[src/rtl/mem_port_arbiter_pkg.sv]
// mem_arb_pkg: shared constants and sizing helpers for the memory-port arbiter.
//   ARB_FIXED / ARB_RR : arbitration mode selectors.
//   clog2()            : ceiling log2, used to size port indices.
//   idx_w()            : port-index width, never below 1 so NUM_PORTS=1 still has a legal vector.
//   be_w()             : byte-enable width for a given data width.
package mem_arb_pkg;

    localparam int ARB_FIXED = 0;
    localparam int ARB_RR    = 1;

    function automatic int clog2(input int n);
        int r;
        r = 0;
        while ((1 << r) < n) r++;
        return r;
    endfunction

    function automatic int idx_w(input int n);
        return (n > 1) ? clog2(n) : 1;
    endfunction

    function automatic int be_w(input int data_w);
        return data_w / 8;
    endfunction

endpackage

[src/rtl/mem_port_arbiter_if.sv]
// mem_port_arbiter_if: requester-side and memory-side bus of the arbiter.
//   req_*      : flattened per-port request fields (port i at [i*W +: W]).
//   req_ready  : one-hot grant.
//   resp_*     : one-hot response strobe plus shared read data.
//   mem_*      : pipelined cache-style memory port with global stall.
// slave  = the arbiter's view, master = the environment's view.
interface mem_port_arbiter_if
    import mem_arb_pkg::*;
#(
    parameter int NUM_PORTS = 2,
    parameter int ADDR_W    = 32,
    parameter int DATA_W    = 32
);
    localparam int BE_W = be_w(DATA_W);

    logic [NUM_PORTS-1:0]        req_valid;
    logic [NUM_PORTS*ADDR_W-1:0] req_addr;
    logic [NUM_PORTS*BE_W-1:0]   req_we;
    logic [NUM_PORTS*DATA_W-1:0] req_din;
    logic [NUM_PORTS-1:0]        req_ready;
    logic [NUM_PORTS-1:0]        resp_valid;
    logic [DATA_W-1:0]           resp_dout;
    logic [ADDR_W-1:0]           mem_addr;
    logic [BE_W-1:0]             mem_we;
    logic                        mem_re;
    logic [DATA_W-1:0]           mem_din;
    logic [DATA_W-1:0]           mem_dout;
    logic                        mem_stall;

    modport slave (
        input  req_valid, req_addr, req_we, req_din, mem_dout, mem_stall,
        output req_ready, resp_valid, resp_dout, mem_addr, mem_we, mem_re, mem_din
    );

    modport master (
        output req_valid, req_addr, req_we, req_din, mem_dout, mem_stall,
        input  req_ready, resp_valid, resp_dout, mem_addr, mem_we, mem_re, mem_din
    );

endinterface

[src/rtl/mem_port_arbiter_rr_arbiter.sv]
// rr_arbiter: picks one requester per enabled cycle.
//   clk, reset : clock, synchronous active-high reset.
//   req        : request vector.
//   advance    : grant enable (low while the memory stalls or in reset).
//   gnt        : one-hot grant, zero when advance is low.
//   gnt_idx    : binary index of the winner (valid whenever any req is set).
// Fixed mode: lowest index wins. Round-robin: search starts at the pointer and
// wraps; the pointer moves to winner+1 on every grant.
module rr_arbiter
    import mem_arb_pkg::*;
#(
    parameter int NUM_PORTS = 2,
    parameter int ARB_MODE  = ARB_RR,
    parameter int IDX_W     = idx_w(NUM_PORTS)
) (
    input  logic                 clk,
    input  logic                 reset,
    input  logic [NUM_PORTS-1:0] req,
    input  logic                 advance,
    output logic [NUM_PORTS-1:0] gnt,
    output logic [IDX_W-1:0]     gnt_idx
);

    logic [IDX_W-1:0] ptr_q, ptr_d;
    logic             found;
    int               cand;

    // Scan NUM_PORTS candidates starting at the pointer; first requester wins.
    always_comb begin
        found   = 1'b0;
        gnt_idx = '0;
        cand    = 0;
        for (int k = 0; k < NUM_PORTS; k++) begin
            cand = ((ARB_MODE == ARB_RR) ? int'(ptr_q) : 0) + k;
            if (cand >= NUM_PORTS) cand = cand - NUM_PORTS;
            for (int i = 0; i < NUM_PORTS; i++) begin
                if (!found && (i == cand) && req[i]) begin
                    found   = 1'b1;
                    gnt_idx = IDX_W'(i);
                end
            end
        end
    end

    always_comb begin
        gnt = '0;
        for (int i = 0; i < NUM_PORTS; i++)
            gnt[i] = advance && found && (gnt_idx == IDX_W'(i));
    end

    always_comb begin
        ptr_d = ptr_q;
        if ((ARB_MODE == ARB_RR) && advance && found)
            ptr_d = (int'(gnt_idx) == NUM_PORTS - 1) ? '0 : gnt_idx + 1'b1;
    end

    always_ff @(posedge clk) begin
        if (reset) ptr_q <= '0;
        else       ptr_q <= ptr_d;
    end

endmodule

[src/rtl/mem_port_arbiter.sv]
// mem_port_arbiter: merges NUM_PORTS requesters onto one pipelined memory port.
//   clk, reset : clock, synchronous active-high reset.
//   bus        : mem_port_arbiter_if.slave (requests, grants, responses, memory).
// Pipeline: grant in cycle N -> issue register drives memory in N+1 ->
// response strobe in N+2. A memory stall freezes every register and
// suppresses grants and response strobes.
module mem_port_arbiter
    import mem_arb_pkg::*;
#(
    parameter int NUM_PORTS = 2,
    parameter int ADDR_W    = 32,
    parameter int DATA_W    = 32,
    parameter int ARB_MODE  = ARB_RR
) (
    input logic             clk,
    input logic             reset,
    mem_port_arbiter_if.slave bus
);

    localparam int IDX_W = idx_w(NUM_PORTS);
    localparam int BE_W  = be_w(DATA_W);

    logic                 advance;
    logic [NUM_PORTS-1:0] gnt;
    logic [IDX_W-1:0]     gnt_idx;

    logic                 issue_valid_q, issue_valid_d;
    logic [IDX_W-1:0]     issue_port_q,  issue_port_d;
    logic [ADDR_W-1:0]    addr_q,        addr_d;
    logic [BE_W-1:0]      we_q,          we_d;
    logic [DATA_W-1:0]    din_q,         din_d;
    logic                 resp_pending_q, resp_pending_d;
    logic [IDX_W-1:0]     resp_port_q,    resp_port_d;

    // Reset also blocks grants so no request is consumed while state is cleared.
    assign advance = !bus.mem_stall && !reset;

    rr_arbiter #(
        .NUM_PORTS (NUM_PORTS),
        .ARB_MODE  (ARB_MODE),
        .IDX_W     (IDX_W)
    ) u_arb (
        .clk     (clk),
        .reset   (reset),
        .req     (bus.req_valid),
        .advance (advance),
        .gnt     (gnt),
        .gnt_idx (gnt_idx)
    );

    always_comb begin
        issue_valid_d  = issue_valid_q;
        issue_port_d   = issue_port_q;
        addr_d         = addr_q;
        we_d           = we_q;
        din_d          = din_q;
        resp_pending_d = resp_pending_q;
        resp_port_d    = resp_port_q;
        if (advance) begin
            // Memory accepted whatever the issue stage held.
            resp_pending_d = issue_valid_q;
            resp_port_d    = issue_port_q;
            issue_valid_d  = |gnt;
            if (|gnt) issue_port_d = gnt_idx;
            for (int i = 0; i < NUM_PORTS; i++) begin
                if (gnt[i]) begin
                    addr_d = bus.req_addr[i*ADDR_W +: ADDR_W];
                    we_d   = bus.req_we[i*BE_W +: BE_W];
                    din_d  = bus.req_din[i*DATA_W +: DATA_W];
                end
            end
        end
    end

    always_ff @(posedge clk) begin
        if (reset) begin
            issue_valid_q  <= 1'b0;
            issue_port_q   <= '0;
            addr_q         <= '0;
            we_q           <= '0;
            din_q          <= '0;
            resp_pending_q <= 1'b0;
            resp_port_q    <= '0;
        end else begin
            issue_valid_q  <= issue_valid_d;
            issue_port_q   <= issue_port_d;
            addr_q         <= addr_d;
            we_q           <= we_d;
            din_q          <= din_d;
            resp_pending_q <= resp_pending_d;
            resp_port_q    <= resp_port_d;
        end
    end

    always_comb begin
        bus.req_ready  = gnt;
        bus.resp_valid = '0;
        for (int i = 0; i < NUM_PORTS; i++)
            bus.resp_valid[i] = advance && resp_pending_q && (resp_port_q == IDX_W'(i));
        bus.resp_dout  = bus.mem_dout;
        bus.mem_re     = issue_valid_q && (we_q == '0);
        bus.mem_we     = issue_valid_q ? we_q : '0;
        bus.mem_addr   = addr_q;
        bus.mem_din    = din_q;
    end

endmodule
[src/flat_wrapper.sv]
// flat-port wrapper written by rule: the top's interface ports become plain ports
module mem_port_arbiter_flat import mem_arb_pkg::*;
#(
    parameter int NUM_PORTS = 2,
    parameter int ADDR_W    = 32,
    parameter int DATA_W    = 32,
    parameter int ARB_MODE  = ARB_RR
)
  (clk, reset, bus_req_valid, bus_req_addr, bus_req_we, bus_req_din, bus_mem_dout, bus_mem_stall, bus_req_ready, bus_resp_valid, bus_resp_dout, bus_mem_addr, bus_mem_we, bus_mem_re, bus_mem_din);
  mem_port_arbiter_if #(.NUM_PORTS(NUM_PORTS), .ADDR_W(ADDR_W), .DATA_W(DATA_W)) bus_i ();
  input logic clk;
  input logic reset;
  input wire logic [$bits(bus_i.req_valid)-1:0] bus_req_valid;
  input wire logic [$bits(bus_i.req_addr)-1:0] bus_req_addr;
  input wire logic [$bits(bus_i.req_we)-1:0] bus_req_we;
  input wire logic [$bits(bus_i.req_din)-1:0] bus_req_din;
  input wire logic [$bits(bus_i.mem_dout)-1:0] bus_mem_dout;
  input wire logic [$bits(bus_i.mem_stall)-1:0] bus_mem_stall;
  output wire logic [$bits(bus_i.req_ready)-1:0] bus_req_ready;
  output wire logic [$bits(bus_i.resp_valid)-1:0] bus_resp_valid;
  output wire logic [$bits(bus_i.resp_dout)-1:0] bus_resp_dout;
  output wire logic [$bits(bus_i.mem_addr)-1:0] bus_mem_addr;
  output wire logic [$bits(bus_i.mem_we)-1:0] bus_mem_we;
  output wire logic [$bits(bus_i.mem_re)-1:0] bus_mem_re;
  output wire logic [$bits(bus_i.mem_din)-1:0] bus_mem_din;
  assign bus_i.req_valid = bus_req_valid;
  assign bus_i.req_addr = bus_req_addr;
  assign bus_i.req_we = bus_req_we;
  assign bus_i.req_din = bus_req_din;
  assign bus_i.mem_dout = bus_mem_dout;
  assign bus_i.mem_stall = bus_mem_stall;
  assign bus_req_ready = bus_i.req_ready;
  assign bus_resp_valid = bus_i.resp_valid;
  assign bus_resp_dout = bus_i.resp_dout;
  assign bus_mem_addr = bus_i.mem_addr;
  assign bus_mem_we = bus_i.mem_we;
  assign bus_mem_re = bus_i.mem_re;
  assign bus_mem_din = bus_i.mem_din;
  mem_port_arbiter #(.NUM_PORTS(NUM_PORTS), .ADDR_W(ADDR_W), .DATA_W(DATA_W), .ARB_MODE(ARB_MODE)) u_core (.clk(clk), .reset(reset), .bus(bus_i));
endmodule
[config.mk]
export PLATFORM = sky130hd
export DESIGN_NAME = mem_port_arbiter_flat
export DESIGN_NICKNAME = d
export VERILOG_FILES = /design/src/rtl/mem_port_arbiter_pkg.sv /design/src/rtl/mem_port_arbiter_if.sv /design/src/rtl/mem_port_arbiter_rr_arbiter.sv /design/src/rtl/mem_port_arbiter.sv /design/src/flat_wrapper.sv
export SDC_FILE = /design/constraint.sdc
export NUM_CORES = 1
export LEC_CHECK = 0
export CAP_MARGIN = 40
export CORE_MARGIN = 2
export CORE_UTILIZATION = 32
export CTS_BUF_LIST = sky130_fd_sc_hd__clkbuf_8
export DETAILED_ROUTE_END_ITERATION = 10
export HOLD_SLACK_MARGIN = 0.02
export PLACE_DENSITY = 0.79
export SLEW_MARGIN = 20
export SYNTH_ARGS = -nofsm -noshare
export SYNTH_HDL_FRONTEND = slang
export SYNTH_SLANG_ARGS = --single-unit
[constraint.sdc]
create_clock -name clk -period 1.6 [get_ports clk]
set_clock_uncertainty 0.2 [all_clocks]
set_input_delay 0.16 -clock clk [delete_from_list [all_inputs] [get_ports clk]]
set_output_delay 0.16 -clock clk [all_outputs]
set_load 0.02 [all_outputs]
---- Word-level counts from Yosys, hierarchy flattened ----
Cells that the tools add are included.
word-level totals
  bits in latches ......................... 0
  input port bits ......................... 173
  bits in writable memories ............... 0
  word-level logic and storage cells ...... 62
  memories ................................ 0
  register bits after elaboration ......... 73
  ROM bits ................................ 0
operators by class
  order comparisons ....................... 2
  equal/unequal tests ..................... 2
  div/mod/pow operators ................... 0
  shift operators ......................... 0
  reduce and logical (&&, ||, !) cells .... 27
  mux-type cells .......................... 17
  add/subtract/negate cells ............... 4
  multiply operators ...................... 0
  bitwise operators ....................... 2
operators with widths
  kind                   count
  $mux W32               6
  $eq A2 B32 Y1 const A  2
  $logic_not A32 Y1      2
  $logic_and A1 B1 Y1    15
  $mux W4                3
  $mux W1                8
  $logic_not A1 Y1       5
  $logic_not A4 Y1       1
  $reduce_and A2 Y1      2
  $sub A1 B2 Y3 const B  1
  $sub A2 B2 Y3 const B  1
  $add A1 B1 Y2 const B  1
  $ge A1 B2 Y1 const B   1
  $ge A2 B2 Y1 const B   1
  $not A1 Y1             2
  $reduce_bool A2 Y1     1
  $reduce_or A2 Y1       1
  $add A1 B1 Y1 const B  1

---- Logic depth before layout (Yosys ltp) ----
Gate-level depths: netlist of run 1.
  depth after elaboration ................. 21
  gate-level depth with buffers ........... 7
  depth with buffers taken out ............ 3

---- Hierarchy ----
From an unflattened synthesis of run 1, not the netlist that was laid out.
second synthesis, totals
  cell total of the unflattened synthesis .. 377
  area, all modules ....................... 3968.8 um^2
by module, submodules not included
  module            cells each  instances  area each (um^2)
  mem_port_arbiter  369         1          3906.2
  rr_arbiter        8           1          62.6

---- Least setup slack after synthesis of run 1 ----
Ideal clock, no wire load.
  path type ............................... register to output
  start point ............................. reg u_core.u_arb.ptr_q
  end point ............................... out bus_req_ready[0]
  arrival ................................. 1324 ps
  cell stages (with the launch flop) ...... 6
  path slack .............................. -84 ps
  path through ............................ dfxtp_1 > nand2b_1 > clkbuf_1 > clkbuf_1 > buf_2 > a21oi_1
between the ends
  longest elaborated chain between the ends .. 19
ends and longest elaborated chain
  what                                               RTL line                           RTL
  from (decl)                                        mem_port_arbiter_rr_arbiter.sv:24  logic [IDX_W-1:0] ptr_q, ptr_d;
  from (signal assigned)                             mem_port_arbiter_rr_arbiter.sv:59  else ptr_q <= ptr_d;
  $sub A1 B2 Y3 or $ge A1 B2 Y1 (tied branches)      mem_port_arbiter_rr_arbiter.sv:35  if (cand >= NUM_PORTS) cand = cand - NUM_PORTS;
  $mux W32                                           mem_port_arbiter_rr_arbiter.sv:35
  $logic_not A32 Y1                                  mem_port_arbiter_rr_arbiter.sv:37  if (!found && (i == cand) && req[i]) begin
  $logic_and A1 B1 Y1                                mem_port_arbiter_rr_arbiter.sv:37
  $mux W1                                            mem_port_arbiter_rr_arbiter.sv:37
  $logic_not A1 Y1                                   mem_port_arbiter_rr_arbiter.sv:37
  $logic_and A1 B1 Y1 (2 in series)                  mem_port_arbiter_rr_arbiter.sv:37
  $mux W1                                            mem_port_arbiter_rr_arbiter.sv:37
  $logic_not A1 Y1                                   mem_port_arbiter_rr_arbiter.sv:37
  $logic_and A1 B1 Y1 (2 in series)                  mem_port_arbiter_rr_arbiter.sv:37
  $mux W1                                            mem_port_arbiter_rr_arbiter.sv:37
  $logic_not A1 Y1                                   mem_port_arbiter_rr_arbiter.sv:37
  $logic_and A1 B1 Y1 (2 in series)                  mem_port_arbiter_rr_arbiter.sv:37
  $mux W1                                            mem_port_arbiter_rr_arbiter.sv:37
  $logic_and A1 B1 Y1 or $not A1 Y1 (tied branches)  mem_port_arbiter_rr_arbiter.sv:48  gnt[i] = advance && found && (gnt_idx == IDX_W'(i));
  $logic_and A1 B1 Y1 *                              mem_port_arbiter_rr_arbiter.sv:48
  to (decl)                                          flat_wrapper.sv:19                 output wire logic [$bits(bus_i.req_ready)-1:0] bus_req_ready;
Every way passes the cells marked *; elsewhere a longest branch is shown, timed or not.

---- Final worst setup path of run 1 ----
  start point ............................. in bus_req_valid[1]
  end point ............................... reg u_core.din_q[19] (netlist: u_core.bus.mem_din[19])
between the ends
  longest elaborated chain between the ends .. 14
ends and longest elaborated chain
  what                                               RTL line                           RTL
  from (decl)                                        flat_wrapper.sv:13                 input wire logic [$bits(bus_i.req_valid)-1:0] bus_req_valid;
  $logic_and A1 B1 Y1                                mem_port_arbiter_rr_arbiter.sv:37
  $mux W1                                            mem_port_arbiter_rr_arbiter.sv:37
  $logic_not A1 Y1                                   mem_port_arbiter_rr_arbiter.sv:37
  $logic_and A1 B1 Y1 (2 in series)                  mem_port_arbiter_rr_arbiter.sv:37
  $mux W1                                            mem_port_arbiter_rr_arbiter.sv:37
  $logic_not A1 Y1                                   mem_port_arbiter_rr_arbiter.sv:37
  $logic_and A1 B1 Y1 (2 in series)                  mem_port_arbiter_rr_arbiter.sv:37
  $mux W1                                            mem_port_arbiter_rr_arbiter.sv:37
  $logic_and A1 B1 Y1 or $not A1 Y1 (tied branches)  mem_port_arbiter_rr_arbiter.sv:48
  $logic_and A1 B1 Y1                                mem_port_arbiter_rr_arbiter.sv:48
  $reduce_bool A2 Y1 (no source line)                -
  $reduce_and A2 Y1 (no source line)                 -
  to (signal assigned)                               mem_port_arbiter.sv:89             din_q <= din_d;
  to (decl)                                          mem_port_arbiter.sv:31             logic [DATA_W-1:0] din_q, din_d;
Several ways; a longest one is shown, not always the timed one.
A chain may end at the register's enable or synchronous reset.

==> flow_summary_export.csv, run 1 <==
group,metric,value,unit
worst_setup_path,cp_max_fo,29,
clock_tree,clock_path_buffers,2,
sta,period_minus_slack,1.54,ns
pwr,p_per_area,833,nW/um^2
pwr,post-layout-total-power,5010,uW
yosys,synthMuxAreaShare,0.538,%
worst_setup_path,arrival,1.60,ns
route,drt-total-wl,13700,microns
worst_setup_path,cp_slowest_cell,"or2_2",
sta,hold_violations,0,
route,viasPerCell,5.49,
worst_setup_path,worst-setup-path-type,"input pin to flip-flop",
yosys,syn_nets,633,
yosys,syn_inst,460,
worst_setup_path,ff2ff_setup_slack,0.09,ns
worst_setup_path,critPathRequiredTime,1.65,ns
sta,drv_slew,0,
floorplan,ios,278,
global_routing,antenna_found_initial,0,
floorplan,core_area,11400,sq um
min_path,hp-class,"input pin to output pin",
yosys,synth_xor_area_share,0,%
sta,fin_crit_sh,96.5,%
clock_tree,h-tree-depth,3,
global_routing,grt_start_max_net_pins,38,
clock_tree,postCtsSetupRepairBufs,0,
route,dr.pass1.iters,5,
sta,max_freq,648,MHz
worst_setup_path,crit_end,"u_core.bus.mem_din[19]$_SDFFE_PP0P_",
job,drv_cap,0,
pwr,peakVddDrop,0.477,mV
route,vias,4253,
sta,slew_headroom,72.5,%
worst_setup_path,cpPeakStageDelay,0.34,ns
sta,tightest_slew,0.413,ns
placed_design,portBuffers,213,
final_layout,antenna_cells,0,
floorplan,initial_core_util,32.7,%
final_layout,areaGrowthSynthToFinish,61.6,%
floorplan,die_w,112,microns
final_layout,register_area,1460,sq um
worst_setup_path,path_buf_inv,3,
global_routing,grt_pass1_wl,21400,microns
global_routing,grt_use_total,20.8,%
route,first_iter_violations,347,
final_layout,nets,800,
final_layout,drive_gt1_share,11.7,%
yosys,yosysWarnings,0,
yosys,synth_cell_types,24,
floorplan,std_cell_rows,39,
floorplan,die-area,12500,sq um
worst_setup_path,worstRegToRegCells,5,
final_layout,multi_input_area,1810,sq um
clock_tree,root_buffer,"clkbuf_8",
global_routing,grt_pass1_vias,4275,
yosys,synthSimpleGateAreaFrac,28.4,%
clock_tree,clock_latency,0.33,ns
worst_setup_path,path_depth,6,
clock_tree,clkSlewWorstSetupHoldPaths,0.08,ns
sta,fin_setup_tns,0,ns
sta,rsz0062_at_grt,"false",
final_layout,fillers,1068,
worst_setup_path,r2r_start,"u_core.u_arb.ptr_q$_SDFFE_PP0P_",
yosys,synth_compound_area_share,18.3,%
yosys,synth_fa_ha_area_share,0,%
pwr,p_leak,0.00237,uW
route,antenna_left,0,
yosys,syn_area,3720,sq um
clock_tree,tritoncts,"built",
clock_tree,cts_buffers,9,
sta,setup_viol,0,
placed_design,gp_congestion,0.902,
worst_setup_path,crit_family,"buffers and inverters",
outcome,status,"finished, final reports clean",
placed_design,dp_hpwl,9710,microns
yosys,seq_area_frac_synth,39.3,%
yosys,synth_top_family_by_area,"simple AND/OR/NAND/NOR gates",
placed_design,place_ws,-0.496,ns
yosys,avgSynthCellArea,8.09,sq um
route,routedWlPerCell,17.7,microns
worst_setup_path,r2r-end,"u_core.bus.mem_addr[0]$_SDFFE_PP0P_",
worst_setup_path,startpoint,"bus_req_valid[1]",
yosys,ys_top_cells_by_area,"dfxtp_1 (39%), nand3_1 (18%), o221ai_1 (14%)",
yosys,netlist.area_leader.share,39.3,%
route,drc,0,
yosys,synth-seq-cells,73,
final_layout,mostFrequentLayoutCells,"nand3_1 (136), clkdlybuf4s50_1 (136), dfxtp_1 (72)",
global_routing,grt_overflow,0,
floorplan,chipHeight,112,microns
worst_setup_path,start_kind,"input pin",
clock_tree,clock_sink_count,73,
worst_setup_path,endpoint_kind,"flip-flop",
yosys,synth_top_area_cell,"dfxtp_1",
worst_setup_path,path_cells,"dlygate4sd2_1 > or2_2 > buf_4 > and2_2 > buf_12 > o221ai_1",
sta,setup_slack,0.0564,ns
[registers in the layout (all words and copies together) (netlist names)]
register and count:
u_core.issue_valid_q 1, u_core.issue_port_q 1, u_core.resp_port_q 1, u_core.bus.mem_addr 32, u_core.we_q 4, u_core.resp_pending_q 1, u_core.bus.mem_din 32, u_core.u_arb.ptr_q 1
[worst reg2reg max path: cells and delay by family (launching register included)]
kind | cells | cell delay [ns]
AO/OA/AOI/OAI | 1 | 0.17
buffers and inverters | 2 | 0.34
flip-flops | 1 | 0.35
AND/OR/NAND/NOR | 2 | 0.32
[metrics by stage]
| step | hold WS [ns] | instances | instance area (sq um) | util [%] |
|---|---|---|---|---|
| 2_1_floorplan | 0.0998 | 460 | 3720 | - |
| 3_3_place_gp | 0.120 | 759 | 5880 | 51.7 |
| 3_5_place_dp | 0.120 | 759 | 5880 | 51.7 |
| 4_1_cts | 0.120 | 774 | 6020 | 52.9 |
| 5_1_grt | 0.120 | 774 | 6010 | 52.9 |
| 6_report | 0.120 | 774 | 6010 | 52.9 |
[Yosys cell counts]
cell / instances
nand2b_1: 3
a22oi_1: 1
buf_4: 33
and2_1: 6
a31o_1: 2
or2_1: 1
a21oi_1: 1
nor3b_2: 1
clkbuf_2: 1
nor2_1: 5
clkbuf_1: 31
nor4_1: 1
nand3_1: 136
buf_6: 3
o221ai_2: 9
buf_2: 18
inv_2: 1
nor2_2: 1
mux2i_1: 2
buf_1: 1
o221ai_1: 59
dfxtp_1: 73
and3_1: 1
nand2_1: 70
[what timing repair did]
action                     in CTS  in global routing
hold buffers                    0                  0
pin swaps                       0                  0
setup endpoints to repair     141                  5
resized for setup             101                  8
[cell type report]
cell class              instances  area share (%)
clock inverters                 5            1.33
clock buffers                  10            2.29
multi-input cells             299            30.0
repair buffers                243            39.0
inverters                       1          0.0624
flip-flops and latches         73            24.3
well taps                     143            2.98
[kinds of logic after synthesis]
| family | count (synthesis) |
|---|---|
| and+or+nand+nor | 225 |
| buffers and inverters | 88 |
| muxes | 2 |
| DFF | 73 |
| AOI/OAI and AO/OA | 72 |
[layer usage]
metal,global-route usage [%],vias to the layer above,share of wire (%)
met2,36.9,215,49
met5,0,-,0
met3,6.48,31,8.5
li1,-,1986,-
met1,23.7,2021,40
met4,6.58,0,1.9
[where the power goes]
part | internal [uW] | switching (uW)
Sequential | 1990 | 89.7
Clock | 910 | 699
Combinational | 672 | 650
Total | 3570 | 1440
[worst min-delay path by stage]
| stage | start | to | slack (ns) | cells after the start |
|---|---|---|---|---|
| global route | bus_mem_dout[16] | bus_resp_dout[16] | 0.12 | 0 |
| floorplan | bus_req_addr[32] | u_core.bus.mem_addr[0]$_SDFFE_PP0P_ | 0.1 | 2 |
| detailed placement | bus_mem_dout[15] | bus_resp_dout[15] | 0.12 | 0 |
| finish | bus_mem_dout[22] | bus_resp_dout[22] | 0.12 | 0 |
| global placement | bus_mem_dout[15] | bus_resp_dout[15] | 0.12 | 0 |
| CTS | bus_mem_dout[15] | bus_resp_dout[15] | 0.12 | 0 |
(Power assumes the default switching activity.)
==> inputs of run 2 (changes only) <==
--- a/config.mk
+++ b/config.mk
@@ -12,7 +12,7 @@
 export DETAILED_ROUTE_END_ITERATION = 10
 export HOLD_SLACK_MARGIN = 0.02
 export PLACE_DENSITY = 0.79
-export SLEW_MARGIN = 20
+export RECOVER_POWER = 100
 export SYNTH_ARGS = -nofsm -noshare
 export SYNTH_HDL_FRONTEND = slang
 export SYNTH_SLANG_ARGS = --single-unit
==> flow_summary_export.csv, run 2 (same netlist as run 1, synthesis figures left out) <==
group,metric,value,unit
worst_setup_path,cp_slowest_cell,"or2_2",
global_routing,antenna_found_initial,0,
min_path,hp-class,"input pin to output pin",
clock_tree,cts_buffers,9,
global_routing,grt_use_total,20.8,%
floorplan,initial_core_util,32.7,%
route,viasPerCell,5.49,
worst_setup_path,start_kind,"input pin",
global_routing,grt_overflow,0,
final_layout,areaGrowthSynthToFinish,59.9,%
placed_design,gp_congestion,0.902,
worst_setup_path,path_buf_inv,3,
worst_setup_path,cpPeakStageDelay,0.34,ns
floorplan,ios,278,
final_layout,postLayoutCoreUtil,52.3,%
floorplan,die-area,12500,sq um
sta,hold_violations,0,
clock_tree,clock_latency,0.34,ns
worst_setup_path,arrival,1.60,ns
route,routedWlPerCell,17.7,microns
final_layout,mostFrequentLayoutCells,"nand3_1 (136), clkdlybuf4s50_1 (136), dfxtp_1 (72)",
floorplan,core_area,11400,sq um
final_layout,antenna_cells,0,
pwr,p_leak,0.00235,uW
global_routing,grt_pass1_vias,4275,
final_layout,drive_gt1_share,10.5,%
sta,fin_setup_tns,0,ns
placed_design,portBuffers,213,
clock_tree,clkSlewWorstSetupHoldPaths,0.08,ns
route,first_iter_violations,337,
job,drv_cap,0,
worst_setup_path,cp_max_fo,29,
worst_setup_path,endpoint_kind,"flip-flop",
floorplan,chipHeight,112,microns
pwr,p_per_area,839,nW/um^2
pwr,peakVddDrop,0.478,mV
outcome,status,"finished, final reports clean",
sta,tightest_slew,0.419,ns
clock_tree,tritoncts,"built",
sta,slew_headroom,72.0,%
floorplan,die_w,112,microns
worst_setup_path,path_cells,"dlygate4sd2_1 > or2_2 > clkbuf_1 > and2_2 > buf_6 > o221ai_1",
worst_setup_path,crit_family,"buffers and inverters",
route,dr.pass1.iters,5,
route,vias,4252,
sta,fin_crit_sh,96.4,%
final_layout,nets,800,
route,drc,0,
sta,period_minus_slack,1.54,ns
route,antenna_left,0,
clock_tree,clock_path_buffers,2,
worst_setup_path,critPathRequiredTime,1.66,ns
worst_setup_path,worst-setup-path-type,"input pin to flip-flop",
global_routing,grt_pass1_wl,21400,microns
sta,setup_viol,0,
clock_tree,root_buffer,"clkbuf_8",
sta,rsz0062_at_grt,"false",
route,drt-total-wl,13700,microns
sta,drv_slew,0,
sta,max_freq,648,MHz
clock_tree,clock_sink_count,73,
clock_tree,h-tree-depth,3,
placed_design,dp_hpwl,9710,microns
global_routing,grt_start_max_net_pins,38,
pwr,post-layout-total-power,4990,uW
floorplan,std_cell_rows,39,
-- run 2: path summary, 6_finish.rpt --
path	cells past startpoint	start	end	slack [ns]
setup / recovery	6	bus_req_valid[1]	u_core.bus.mem_addr[19]$_SDFFE_PP0P_	0.06
hold / removal	0	bus_mem_dout[22]	bus_resp_dout[22]	0.12
setup reg to reg	5	u_core.u_arb.ptr_q$_SDFFE_PP0P_	u_core.bus.mem_addr[0]$_SDFFE_PP0P_	0.09
hold reg to reg	1	u_core.issue_port_q$_SDFFE_PP0P_	u_core.issue_port_q$_SDFFE_PP0P_	0.29
-- run 2: through the flow --
stage,cell area [sq um],worst slack (ns),std cells,hold slack [ns]
after floorplan,3720,0.0143,460,0.0998
final,5950,0.0576,774,0.120
after global routing,5950,0.00182,774,0.120
after global placement,5880,-0.449,759,0.120
after detailed placement,5880,-0.496,759,0.120
after CTS,6020,0.0206,774,0.120
-- run 2: routing by layer --
metal,track usage [%],up-vias,wire (microns)
li1,-,1984,-
met1,23.7,2017,5490
met2,36.9,219,6740
met3,6.48,32,1210
met4,6.58,0,275
met5,0,-,0
-- run 2: layout make-up --
class                   count  area, sq um
fillers                  1087         5420
repair buffers            243         2320
multi-input cells         299         1770
inverters                   1         3.75
clock inverters             5         80.1
clock buffers              10          138
flip-flops and latches     73         1460
well taps                 143          179
-- run 2: timing repair --
action,in CTS,in global routing
setup endpoints to repair,141,5
gates resized for setup,101,8
cloned,0,0
hold buffers,0,0
setup buffers,0,0
-- run 2: report_power, final --
| group | internal [uW] | total (uW) | switching, uW |
|---|---|---|---|
| combinational | 659 | 1300 | 644 |
| sequential | 1990 | 2080 | 89.4 |
| clock | 910 | 1610 | 701 |
